==> config.mk <==
export PLATFORM = sky130hd
export DESIGN_NAME = ram_arbiter_flat
export DESIGN_NICKNAME = d
export VERILOG_FILES = /design/src/rtl/cuca_pkg.sv /design/src/rtl/ram_arbiter_if.sv /design/src/rtl/rr_arbiter.sv /design/src/rtl/ram_arbiter.sv /design/src/flat_wrapper.sv
export SDC_FILE = /design/constraint.sdc
export NUM_CORES = 1
export LEC_CHECK = 0
export ABC_AREA = 1
export CAP_MARGIN = 20
export CORE_MARGIN = 2
export CORE_UTILIZATION = 25
export DETAILED_ROUTE_END_ITERATION = 8
export GPL_ROUTABILITY_DRIVEN = 0
export MAX_ROUTING_LAYER = met4
export PLACE_DENSITY = 0.6
export SETUP_SLACK_MARGIN = 0.1
export SLEW_MARGIN = 30
export SYNTH_ARGS = -nofsm -noshare
export SYNTH_HDL_FRONTEND = slang
export SYNTH_SLANG_ARGS = --single-unit
==> constraint.sdc <==
create_clock -name clock -period 1.14 [get_ports clock]
set_input_delay 0.228 -clock clock [delete_from_list [all_inputs] [get_ports clock]]
set_output_delay 0.228 -clock clock [all_outputs]
set_load 0.02 [all_outputs]
==> src/rtl/cuca_pkg.sv <==
// Shared definitions for the RAM arbiter: bus width, sequencer states and
// the RAM rw encoding.
package cuca_pkg;
    localparam int BITW = 8;

    localparam logic RAM_READ  = 1'b0;
    localparam logic RAM_WRITE = 1'b1;

    typedef enum logic [2:0] {
        IDLE,
        ADDR,
        WDATA,
        RDATA,
        RCAP
    } arb_state_t;
endpackage

==> src/rtl/ram_arbiter_if.sv <==
// Requester handshake plus RAM/bus signals between the requesters and the
// arbiter. The arbiter takes the slave side.
interface ram_arbiter_if
    import cuca_pkg::*;
#(
    parameter int NREQ = 2
);
    logic [NREQ-1:0]      req_valid;
    logic [NREQ-1:0]      req_rw;
    logic [NREQ*BITW-1:0] req_addr;
    logic [NREQ*BITW-1:0] req_wdata;
    logic [NREQ-1:0]      req_ready;
    logic [NREQ-1:0]      resp_valid;
    logic [BITW-1:0]      resp_rdata;
    logic                 ram_enable;
    logic                 ram_rw;
    logic [BITW-1:0]      bus_out;
    logic                 bus_oe;
    logic [BITW-1:0]      bus_in;

    modport slave (
        input  req_valid, req_rw, req_addr, req_wdata, bus_in,
        output req_ready, resp_valid, resp_rdata, ram_enable, ram_rw, bus_out, bus_oe
    );

    modport master (
        output req_valid, req_rw, req_addr, req_wdata, bus_in,
        input  req_ready, resp_valid, resp_rdata, ram_enable, ram_rw, bus_out, bus_oe
    );
endinterface

==> src/rtl/rr_arbiter.sv <==
// Combinational round-robin pick: the search starts one past the previous
// grant and wraps modulo NREQ.
module rr_arbiter #(
    parameter  int NREQ = 2,
    localparam int IW   = (NREQ > 1) ? $clog2(NREQ) : 1
) (
    input  logic [NREQ-1:0] req,
    input  logic [IW-1:0]   ptr,
    output logic [NREQ-1:0] gnt,
    output logic [IW-1:0]   gnt_idx
);
    logic found;

    always_comb begin
        gnt     = '0;
        gnt_idx = '0;
        found   = 1'b0;
        // Distance k=1 is the highest priority, k=NREQ (the previous winner) the lowest.
        for (int k = 1; k <= NREQ; k++) begin
            for (int i = 0; i < NREQ; i++) begin
                if (!found && req[i] && ((int'(ptr) + k) % NREQ) == i) begin
                    found   = 1'b1;
                    gnt[i]  = 1'b1;
                    gnt_idx = IW'(i);
                end
            end
        end
    end
endmodule

==> src/rtl/ram_arbiter.sv <==
// Shares the single-port bus RAM among NREQ requesters: round-robin accept,
// then address phase, data phase (plus a capture cycle for reads).
module ram_arbiter
    import cuca_pkg::*;
#(
    parameter  int NREQ = 2,
    localparam int IW   = (NREQ > 1) ? $clog2(NREQ) : 1
) (
    input logic          clock,
    input logic          reset,
    ram_arbiter_if.slave bus
);
    arb_state_t      state_q, state_d;
    logic [NREQ-1:0] gnt_q, gnt_d;
    logic            rw_q, rw_d;
    logic [BITW-1:0] addr_q, addr_d;
    logic [BITW-1:0] wdata_q, wdata_d;
    logic [BITW-1:0] rdata_q, rdata_d;
    logic [IW-1:0]   last_q, last_d;
    logic [NREQ-1:0] resp_valid_q, resp_valid_d;

    logic [NREQ-1:0] arb_gnt, ready;
    logic [IW-1:0]   arb_idx;
    logic            sel_rw;
    logic [BITW-1:0] sel_addr, sel_wdata;
    logic            ram_en, ram_rw_o, oe;
    logic [BITW-1:0] bus_drv;

    rr_arbiter #(.NREQ(NREQ)) u_rr (
        .req     (bus.req_valid),
        .ptr     (last_q),
        .gnt     (arb_gnt),
        .gnt_idx (arb_idx)
    );

    always_comb begin
        sel_rw    = RAM_READ;
        sel_addr  = '0;
        sel_wdata = '0;
        for (int i = 0; i < NREQ; i++) begin
            if (arb_gnt[i]) begin
                sel_rw    = bus.req_rw[i];
                sel_addr  = bus.req_addr[i*BITW +: BITW];
                sel_wdata = bus.req_wdata[i*BITW +: BITW];
            end
        end
    end

    always_comb begin
        state_d      = state_q;
        gnt_d        = gnt_q;
        rw_d         = rw_q;
        addr_d       = addr_q;
        wdata_d      = wdata_q;
        rdata_d      = rdata_q;
        last_d       = last_q;
        resp_valid_d = '0;
        ready        = '0;
        ram_en       = 1'b0;
        ram_rw_o     = RAM_READ;
        oe           = 1'b0;
        bus_drv      = '0;
        unique case (state_q)
            IDLE: begin
                if (|bus.req_valid) begin
                    ready   = arb_gnt;
                    gnt_d   = arb_gnt;
                    last_d  = arb_idx;
                    rw_d    = sel_rw;
                    addr_d  = sel_addr;
                    wdata_d = sel_wdata;
                    state_d = ADDR;
                end
            end
            ADDR: begin
                ram_en   = 1'b1;
                ram_rw_o = rw_q;
                oe       = 1'b1;
                bus_drv  = addr_q;
                state_d  = (rw_q == RAM_WRITE) ? WDATA : RDATA;
            end
            WDATA: begin
                ram_en       = 1'b1;
                ram_rw_o     = RAM_WRITE;
                oe           = 1'b1;
                bus_drv      = wdata_q;
                resp_valid_d = gnt_q;
                state_d      = IDLE;
            end
            RDATA: begin
                ram_en  = 1'b1;
                state_d = RCAP;
            end
            // RAM owns the bus here; sample it on the closing edge.
            RCAP: begin
                rdata_d      = bus.bus_in;
                resp_valid_d = gnt_q;
                state_d      = IDLE;
            end
            default: state_d = IDLE;
        endcase
    end

    always_ff @(posedge clock or posedge reset) begin
        if (reset) begin
            state_q      <= IDLE;
            gnt_q        <= '0;
            rw_q         <= RAM_READ;
            addr_q       <= '0;
            wdata_q      <= '0;
            rdata_q      <= '0;
            last_q       <= IW'(NREQ - 1);
            resp_valid_q <= '0;
        end else begin
            state_q      <= state_d;
            gnt_q        <= gnt_d;
            rw_q         <= rw_d;
            addr_q       <= addr_d;
            wdata_q      <= wdata_d;
            rdata_q      <= rdata_d;
            last_q       <= last_d;
            resp_valid_q <= resp_valid_d;
        end
    end

    // Ready is combinational from req_valid, so mask it while reset is held.
    assign bus.req_ready  = reset ? '0 : ready;
    assign bus.resp_valid = resp_valid_q;
    assign bus.resp_rdata = rdata_q;
    assign bus.ram_enable = ram_en;
    assign bus.ram_rw     = ram_rw_o;
    assign bus.bus_oe     = oe;
    assign bus.bus_out    = bus_drv;
endmodule

==> src/flat_wrapper.sv <==
// flat-port wrapper written by rule: the top's interface ports become plain ports
module ram_arbiter_flat import cuca_pkg::*;
#(
    parameter  int NREQ = 2,
    localparam int IW   = (NREQ > 1) ? $clog2(NREQ) : 1
)
  (clock, reset, bus_req_valid, bus_req_rw, bus_req_addr, bus_req_wdata, bus_bus_in, bus_req_ready, bus_resp_valid, bus_resp_rdata, bus_ram_enable, bus_ram_rw, bus_bus_out, bus_bus_oe);
  ram_arbiter_if #(.NREQ(NREQ)) bus_i ();
  input logic clock;
  input logic reset;
  input wire logic [$bits(bus_i.req_valid)-1:0] bus_req_valid;
  input wire logic [$bits(bus_i.req_rw)-1:0] bus_req_rw;
  input wire logic [$bits(bus_i.req_addr)-1:0] bus_req_addr;
  input wire logic [$bits(bus_i.req_wdata)-1:0] bus_req_wdata;
  input wire logic [$bits(bus_i.bus_in)-1:0] bus_bus_in;
  output wire logic [$bits(bus_i.req_ready)-1:0] bus_req_ready;
  output wire logic [$bits(bus_i.resp_valid)-1:0] bus_resp_valid;
  output wire logic [$bits(bus_i.resp_rdata)-1:0] bus_resp_rdata;
  output wire logic [$bits(bus_i.ram_enable)-1:0] bus_ram_enable;
  output wire logic [$bits(bus_i.ram_rw)-1:0] bus_ram_rw;
  output wire logic [$bits(bus_i.bus_out)-1:0] bus_bus_out;
  output wire logic [$bits(bus_i.bus_oe)-1:0] bus_bus_oe;
  assign bus_i.req_valid = bus_req_valid;
  assign bus_i.req_rw = bus_req_rw;
  assign bus_i.req_addr = bus_req_addr;
  assign bus_i.req_wdata = bus_req_wdata;
  assign bus_i.bus_in = bus_bus_in;
  assign bus_req_ready = bus_i.req_ready;
  assign bus_resp_valid = bus_i.resp_valid;
  assign bus_resp_rdata = bus_i.resp_rdata;
  assign bus_ram_enable = bus_i.ram_enable;
  assign bus_ram_rw = bus_i.ram_rw;
  assign bus_bus_out = bus_i.bus_out;
  assign bus_bus_oe = bus_i.bus_oe;
  ram_arbiter #(.NREQ(NREQ)) u_core (.clock(clock), .reset(reset), .bus(bus_i));
endmodule
==> results.toml <==
[clocking]
cts_tree = "built"
cts-root-buf = "clkbuf_8"
cts_made_buffers = 5
clkSinkCount = 33
ctsHoldBuffers = 0
clk_pin_slew_ps = 60
clkLatencyLatePin_ps = 290
clockBufferDepth = 2
h-tree-depth = 2

[floorplan]
core-area_mm2 = 0.00672
dieArea_mm2 = 0.00751
rows = 30
die_h_um = 86.7
die_w_um = 86.7
pin_count = 69
initial_utilization_pct = 25.4

[power]
internal_power_mw = 4.89
power_frac_seq_pct = 24.5
p_sw_share_pct = 43.1
switchingPower_mw = 3.71
ir_worst_vdd_v = 0.000844
pwr-share-comb_pct = 65.7
p_per_area_mw_per_mm2 = 2570
power_leakage_nw = 1.65
clockPowerShare_pct = 9.9

[global_route]
grt_max_degree = 18
grt_use_total_pct = 17.3
grt_pass1_vias = 1969
grt_antenna_before_repair = 0
grt_pass1_wl_mm = 9.54
gr-total-overflow = 0

[setup_path]
reg2reg_depth = 8
worst_ep_required_time_ps = 910
criticalPathCategory = "reg2out"
cp-start-kind = "register"
critical_path.endpoint_type = "output pin"
crit_arrival_ps = 1450
crit_fanout = 5

[drt]
finalWirelength_mm = 5.89
remaining_drc_errors = 0
drtPass1Iterations = 4
wire_per_inst_um = 13.9
drt-initial-drc-count = 100
drtAntennaViolNets = 0
vias = 1929
vias_per_cell = 4.56

[placement]
placed_area_mm2 = 0.00283
post-place-ws_ps = -858
place_hpwl_mm = 3.68
dp.cells = 389
io_buffers = 68

[sta]
slew_viol_final = 0
hold_violations = 0
setup_ws_ps = -542
tightest_slew_ps = 244
finalCritPeriodShare_pct = 148
setup-tns-final_ps = -13050
whs_ps = 476
fmax_ghz = 0.595
rsz0062_at_grt = "true"
clock_skew_ps = 13.9
fin_crit_ps = 1680
relSlewSlack_pct = 83.7
setup_viol_count_final = 44

[layout]
syn_to_final_growth_pct = 95.7
nFillCells = 622
regArea_um2 = 830
multi_input_area_mm2 = 0.00108
final_area_mm2 = 0.00334
fin_nets = 388
fin_cells = 423
layout-drive-gt1-share_pct = 36.4
n_antenna_cell = 0

[outcome]
outcome = "finished with violations"
violations = "negative setup slack"

[flow_run]
drv_cap = 0

[synthesis]
ys_seq_area_share_pct = 48.4
syn_avg_cell_area_um2 = 7.43
syn_inst = 230
ys_ff_latch = 33
yosysWarnings = 0
netlist_area_mm2 = 0.00171
synth.distinct_cells = 18
syn_nets = 276

[min_path]
hold_depth = 2
hold_path.class = "reg2reg"
critical path, cell delays in order (launching register included):
cell	delay, ps
dfrtp_1	390
inv_2	100
nor2_4	50
nand2_4	90
clkinvlp_4	210
nand2_2	140
o21ai_4	60
buf_6	120
logic make-up (layout without fill, tap and decap cells):
family,after synthesis,in the layout,share of synthesized area [%]
flops,33,33,48.4
simple gates,154,157,39.5
compound gates,14,14,4.10
buf+inv,29,139,8.05
sequential cells by signal, indices dropped and copies added, names as in the netlist:
| register | flops |
|---|---|
| u_core.bus.resp_valid | 2 |
| u_core.last_q | 1 |
| u_core.gnt_q | 2 |
| u_core.rw_q | 1 |
| u_core.state_q | 3 |
| u_core.bus.resp_rdata | 8 |
| u_core.addr_q | 8 |
| u_core.wdata_q | 8 |
cell type report:
cell class	instances	share of cell area (%)
Clock buffer	7	2.28
Clock inverter	1	0.150
Inverter	17	2.36
Multi-Input combinational cell	171	32.2
Sequential cell	33	24.8
Tap cell	80	2.99
Timing Repair Buffer	113	35.0
Timing Repair inverter	1	0.224
power groups by stage:
stage | clock (mW) | sequential (mW) | combinational (mW)
finish | 0.847 | 2.10 | 5.65
global route | 0.939 | 2.17 | 6.09
CTS | 0.866 | 2.06 | 5.27
detailed placement | 0 | 2.04 | 4.19
global placement | 0 | 2.02 | 4.15
floorplan | 0 | 2.22 | 2.37
worst paths after layout:
check | endpoint | start | slack, ps
min in group asynchronous | u_core.wdata_q[7] | reset | 550
worst min-delay path | u_core.wdata_q[5] | u_core.wdata_q[5] | 480
worst min register to register | u_core.wdata_q[5] | u_core.wdata_q[5] | 480
max in group asynchronous | u_core.wdata_q[6] | reset | 440
worst max-delay path | bus_bus_out[1] | u_core.state_q[0] | -540
worst max register to register | u_core.gnt_q[1] | u_core.state_q[0] | -290
synthesized netlist by cell type (all sizes together):
library cell | instances | share of area, %
nand2 | 100 | 23
nand3 | 44 | 14
dfrtp | 32 | 47
inv | 17 | 3.7
o21ai | 12 | 3.5
buf | 11 | 4.1
nor2 | 7 | 2.0
a21oi | 2 | 0.59
nand4 | 2 | 0.73
clkbuf | 1 | 0.22
dfstp | 1 | 1.5
nor3 | 1 | 0.29
cell usage in the layout (no fill, tap or decap), types with 3 or more instances in the layout:
master	n
buf_4	28
buf_6	32
nand3_4	5
nor2_4	7
dfrtp_1	30
nand2_1	83
nand2_2	4
o21ai_4	8
nand3_1	40
inv_1	12
clkbuf_8	5
inv_2	3
buf_12	6
clkdlybuf4s50_1	45
nand2_4	11
o21ai_1	3
through the flow:
stage                     util, %  power, mW
final                        49.8       8.60
after global routing         49.8       9.19
after CTS                    47.8       8.20
after detailed placement     42.1       6.23
after global placement       42.1       6.18
after floorplan                 -       4.60
metal layers:
metal / GRT usage [%] / vias to the layer above / part of all wire [%]
met5: - / - / 0
met3: 4.95 / 5 / 6.2
met2: 28.9 / 62 / 49
li1: - / 965 / -
met1: 20.1 / 897 / 43
met4: 5.82 / 0 / 1.4
what timing repair did:
action | CTS | global route
resized for setup | 169 | 16
gates cloned | 5 | 0
setup buffers | 14 | 8
setup endpoints to repair | 54 | 55
pin swaps | 20 | 7
Power figures use the tool's default switching activity.
